<file path="src/rtl/mmc1_serial_loader.sv">
// MMC1 serial load front end: turns five one-bit CPU writes into one parallel register write.
// Define MMC1_RMW_FILTER_EN to reject writes in the cycle right after a write.
module mmc1_serial_loader #(
    parameter int unsigned SHIFT_LEN = 5,
    parameter int unsigned SEL_W     = 2
) (
    input  logic                 CPU_M2,
    input  logic                 nRESET,
    input  logic                 nCPU_ROMSEL,
    input  logic                 nCPU_RW,
    input  logic                 CPU_A14,
    input  logic                 CPU_A13,
    input  logic                 CPU_D0,
    input  logic                 CPU_D7,
    output logic                 REG_WE,
    output logic [SEL_W-1:0]     REG_SEL,
    output logic [SHIFT_LEN-1:0] REG_DATA,
    output logic                 CTRL_RESET,
    output logic [2:0]           LOAD_CNT,
    output logic                 BUSY
);

    typedef enum logic [0:0] {StIdle, StShift} state_e;

    localparam logic [2:0] LastCnt = 3'(SHIFT_LEN - 1);

    state_e                 state_q, state_d;
    logic [2:0]             cnt_q, cnt_d;
    // Holds only the first SHIFT_LEN-1 bits; the final bit comes straight from CPU_D0.
    logic [SHIFT_LEN-2:0]   shift_q, shift_d;
    logic                   reg_we_q, reg_we_d;
    logic [SEL_W-1:0]       reg_sel_q, reg_sel_d;
    logic [SHIFT_LEN-1:0]   reg_data_q, reg_data_d;
    logic                   ctrl_reset_q, ctrl_reset_d;

    logic hit;
    logic accept;

    assign hit = !nCPU_ROMSEL && !nCPU_RW;

`ifdef MMC1_RMW_FILTER_EN
    logic prev_hit_q;

    // Tracks every hit, accepted or not, so an RMW double write only counts once.
    always_ff @(negedge CPU_M2 or negedge nRESET) begin
        if (!nRESET) begin
            prev_hit_q <= 1'b0;
        end else begin
            prev_hit_q <= hit;
        end
    end

    assign accept = hit && !prev_hit_q;
`else
    assign accept = hit;
`endif

    always_comb begin
        state_d      = state_q;
        cnt_d        = cnt_q;
        shift_d      = shift_q;
        reg_we_d     = 1'b0;
        ctrl_reset_d = 1'b0;
        reg_sel_d    = reg_sel_q;
        reg_data_d   = reg_data_q;

        if (accept) begin
            if (CPU_D7) begin
                state_d      = StIdle;
                cnt_d        = 3'd0;
                shift_d      = '0;
                ctrl_reset_d = 1'b1;
            end else begin
                unique case (state_q)
                    StIdle: begin
                        shift_d = {CPU_D0, shift_q[SHIFT_LEN-2:1]};
                        cnt_d   = 3'd1;
                        state_d = StShift;
                    end
                    StShift: begin
                        if (cnt_q == LastCnt) begin
                            reg_data_d = {CPU_D0, shift_q};
                            reg_sel_d  = SEL_W'({CPU_A14, CPU_A13});
                            reg_we_d   = 1'b1;
                            shift_d    = '0;
                            cnt_d      = 3'd0;
                            state_d    = StIdle;
                        end else begin
                            shift_d = {CPU_D0, shift_q[SHIFT_LEN-2:1]};
                            cnt_d   = cnt_q + 3'd1;
                        end
                    end
                    default: begin
                        state_d = StIdle;
                        cnt_d   = 3'd0;
                        shift_d = '0;
                    end
                endcase
            end
        end
    end

    // Data is valid at the end of the CPU cycle, so everything updates on the M2 falling edge.
    always_ff @(negedge CPU_M2 or negedge nRESET) begin
        if (!nRESET) begin
            state_q      <= StIdle;
            cnt_q        <= 3'd0;
            shift_q      <= '0;
            reg_we_q     <= 1'b0;
            reg_sel_q    <= '0;
            reg_data_q   <= '0;
            ctrl_reset_q <= 1'b0;
        end else begin
            state_q      <= state_d;
            cnt_q        <= cnt_d;
            shift_q      <= shift_d;
            reg_we_q     <= reg_we_d;
            reg_sel_q    <= reg_sel_d;
            reg_data_q   <= reg_data_d;
            ctrl_reset_q <= ctrl_reset_d;
        end
    end

    assign REG_WE     = reg_we_q;
    assign REG_SEL    = reg_sel_q;
    assign REG_DATA   = reg_data_q;
    assign CTRL_RESET = ctrl_reset_q;
    assign LOAD_CNT   = cnt_q;
    assign BUSY       = (cnt_q != 3'd0);

endmodule
</file>
<file path="config.mk">
export PLATFORM = sky130hd
export DESIGN_NAME = mmc1_serial_loader
export DESIGN_NICKNAME = d
export VERILOG_FILES = /design/src/rtl/mmc1_serial_loader.sv
export SDC_FILE = /design/constraint.sdc
export NUM_CORES = 1
export LEC_CHECK = 0
export ABC_AREA = 1
export BUFFER_PORTS_ARGS = -buffer_cell sky130_fd_sc_hd__buf_2
export CAP_MARGIN = 40
export CORE_MARGIN = 2
export CORE_UTILIZATION = 40
export CTS_BUF_LIST = sky130_fd_sc_hd__clkbuf_4 sky130_fd_sc_hd__clkbuf_8 sky130_fd_sc_hd__clkbuf_16
export DETAILED_ROUTE_END_ITERATION = 16
export HOLD_SLACK_MARGIN = 0.03
export SLEW_MARGIN = 10
export SYNTH_ARGS = -nofsm -noshare
export SYNTH_HDL_FRONTEND = slang
export SYNTH_SLANG_ARGS = --single-unit
export TNS_END_PERCENT = 30
</file>
<file path="constraint.sdc">
create_clock -name CPU_M2 -period 1.9 [get_ports CPU_M2]
set_input_delay 0.19 -clock CPU_M2 [delete_from_list [all_inputs] [get_ports CPU_M2]]
set_output_delay 0.19 -clock CPU_M2 [all_outputs]
set_load 0.03 [all_outputs]
</file>
Word level (Yosys, flattened, before mapping):

Index checks and enable logic that the tools add are counted.

* $add $sub $neg: 1
* equality and inequality tests: 1
* mux-type cells: 15
* bitwise operators: 2
* reductions and logical operators: 5

Operators by type and width (count)
* 2-to-1 mux 1 bit: 8
* 2-to-1 mux 4 bit: 2
* one-hot mux 4 bit (2 select lines): 1
* 2-to-1 mux 3 bit: 2
* one-hot mux 3 bit (2 select lines): 1
* AND reduction 4 bit: 1
* adder 3 x 1 -> 3 bit (second input constant): 1
* equality test 3 bit (second input constant): 1
* nonzero test 3 bit: 1
* logical NOT 1 bit: 2
* inverter 1 bit: 2
* one-hot mux 1 bit (2 select lines): 1
* logical AND 1 bit: 1

* flip-flop bits (word level): 17
* bits of input ports: 8
* output and inout port bits: 13
* logic and storage cells: 31

Depth between registers and ports, before layout:

* word-level depth: 5
* depth in mapped cells: 7

==> metrics.cfg <==
[run_status]
status=complete, but fails checks
violations=negative setup slack

[critical_path]
crit_type=reg2out
path_cells=inv_2 > ha_4 > nand2_4 > buf_6
crit_path_top_delay_cell=dfrtn_1
ff2ff_setup_slack_ps=590
slowest_delay_ps=430
end_kind=output pin
worstPathArrival_ps=2060
crit_fanout=2
worst_ep_required_time_ps=1710
start_kind=flip-flop

[pwr]
p_leak_nw=0.5991
p_per_area_mw_per_mm2=695.2
ir_drop_v=0.0005288

[clocking]
clk_pin_slew_ps=70
clock_latency_ps=290
numCtsBuffers=3
cts_tree=yes
cts_root_buf=clkbuf_4
cts_setup_buffers=0
clk_path_buf_depth=2
clock_sinks=17
htreeDepth=1

[cells_and_area]
fin_nets=127
n_antenna_cell=0
syn_to_final_growth_pct=38.69
instances_no_fill=143
fillCellCount=183
drive_gt1_share_pct=35.34

[route]
routed_via_density=4.734
num_vias=677
dr.pass1.iters=5
ant_nets=0
post_drt_wl_per_cell_um=11.27
first_iter_violations=15
drc=0
wl_um=1611

[synth]
syn_area_per_cell_sq_um=9.137
synth_area_leaders=dfrtn_1 54%, nand2_1 16%, nand4_1 10%
synth_nets=96
yosysSeqAreaShare_pct=54.14
synth.distinct_cells=13
syn_inst=86
netlist_area_sq_um=785.8
synth_top_area_cell=dfrtn_1
synth-seq-cells=17
yosys_warnings=0
post-synth-top-area-fraction_pct=54.14

[place]
preCtsSetupSlack_ps=-80.41
dp_cells=139
hpwl_um=1113
gp_congestion=0.7350
numPortBuffers=20

[timing]
skew_ps=4.132
final_max_slew_viol_count=0
worst_pin_slew_ps=377.0
slew_headroom_pct=74.87
fin_ws_ps=-350.8
finalSetupViolations=13
rsz0062_at_grt=true
hold_viol_final=0

[die]
initial_utilization_pct=41.32
die_w_um=48.32
core_area_sq_mm=0.001902
die_h_um=48.32
pin_count=21
die_area_sq_mm=0.002335
core.rowCount=16

[worst_hold_path]
min_path_type=reg2reg

[job]
cap_violations=0

[global_route]
grt_pass1_wl_um=2746
track_usage_pct=15.23
grt_pass1_vias=628
antenna_found_initial=0
grt-ovfl-total=0
grt_max_degree=18

[metal layers]
metal	up-vias	global-route usage [%]	routed length, um	part of all wire (%)
met4	0	7.619	17	1.1
met2	25	23.84	784	49
met1	305	19.15	737	46
met3	2	4.630	70	4.3
li1	345	-	-	-
met5	-	0	0	0
[registers in the layout (all words and copies together) (netlist names)]
name,flops
CTRL_RESET,1
state_q,1
REG_DATA,5
LOAD_CNT,3
shift_q,4
REG_SEL,2
REG_WE,1
[logic make-up (layout without fill, tap and decap cells)]
| logic type | after synthesis | count (layout) | share of synthesized area (%) |
|---|---|---|---|
| DFF | 17 | 17 | 54.14 |
| buffers and inverters | 11 | 41 | 6.211 |
| and+or+nand+nor | 54 | 54 | 35.19 |
| AOI/OAI and AO/OA | 2 | 2 | 1.274 |
| adders and majority gates | 2 | 2 | 3.184 |
[worst max-delay path, delay by kind of cell (launching register included)]
family,cells,cell delay (ps)
buf+inv,2,180
flops,1,430
simple gates,1,50
fa+ha+maj,1,160
[stage by stage]
stage | area, sq um | util [%] | hold slack, ps | TNS (ps) | power [mW]
after floorplan | 805.8 | - | 410.3 | -205.3 | 0.4907
after global routing | 1090 | 57.30 | 460.8 | -2384 | 0.7997
final | 1090 | 57.30 | 439.8 | -1848 | 0.7577
after global placement | 980.9 | 51.58 | 409.7 | -73.65 | 0.5477
after CTS | 1090 | 57.30 | 442.6 | -1926 | 0.7634
after detailed placement | 980.9 | 51.58 | 414.2 | -95.54 | 0.5490
[placed cells by master (no fill, tap or decap)]
master	count
o21ai_0	2
nand2_4	1
nand3_4	1
buf_4	7
nand4_1	13
inv_2	5
clkinv_2	1
dfrtn_1	17
inv_1	5
ha_4	1
ha_1	1
nor2_1	2
nand2_1	32
nor2_8	1
nand3_1	3
nor2_4	1
clkbuf_4	3
buf_2	7
buf_6	13
[cell type report]
type	count	area, sq um	area share, %
Clock inverter	1	5.005	0.4592
Timing Repair Buffer	27	234.0	21.47
Sequential cell	17	425.4	39.04
Inverter	10	37.54	3.444
Multi-Input combinational cell	58	331.6	30.42
Tap cell	27	33.78	3.100
Clock buffer	3	22.52	2.067
[repair_timing]
action | 4_1_cts | 5_1_grt
hold buffers | 0 | 0
endpoints found under the setup margin | 13 | 13
resized for setup | 26 | 0
[path summary, 6_finish.rpt]
kind,from,end,cells past startpoint
max reg2reg,LOAD_CNT[1]$_DFFE_NN0P_,REG_DATA[0]$_DFFE_NN0P_,8
min reg2reg,shift_q[0]$_DFFE_NN0P_,shift_q[0]$_DFFE_NN0P_,2
max in group asynchronous,nRESET,LOAD_CNT[1]$_DFFE_NN0P_,1
min in group asynchronous,nRESET,REG_DATA[4]$_DFFE_NN0P_,1
min,shift_q[0]$_DFFE_NN0P_,shift_q[0]$_DFFE_NN0P_,2
max,LOAD_CNT[1]$_DFFE_NN0P_,BUSY,4
[cell usage after synthesis]
cell     count
o21ai_0      2
inv_1        7
nor2_1       2
dfrtn_1     17
nor2_4       1
nand2_1     33
buf_6        1
inv_2        3
nand4_1     13
nand3_1      3
nand3_4      1
ha_1         2
nor2_8       1
[power by group]
group	internal [mW]	leakage (nW)	switching, mW
Combinational	0.0703	0.349	0.0971
Sequential	0.381	0.232	0.0131
Clock	0.0784	0.0177	0.118
Total	0.530	0.599	0.228
No activity file was read; power rests on OpenSTA's default activity.
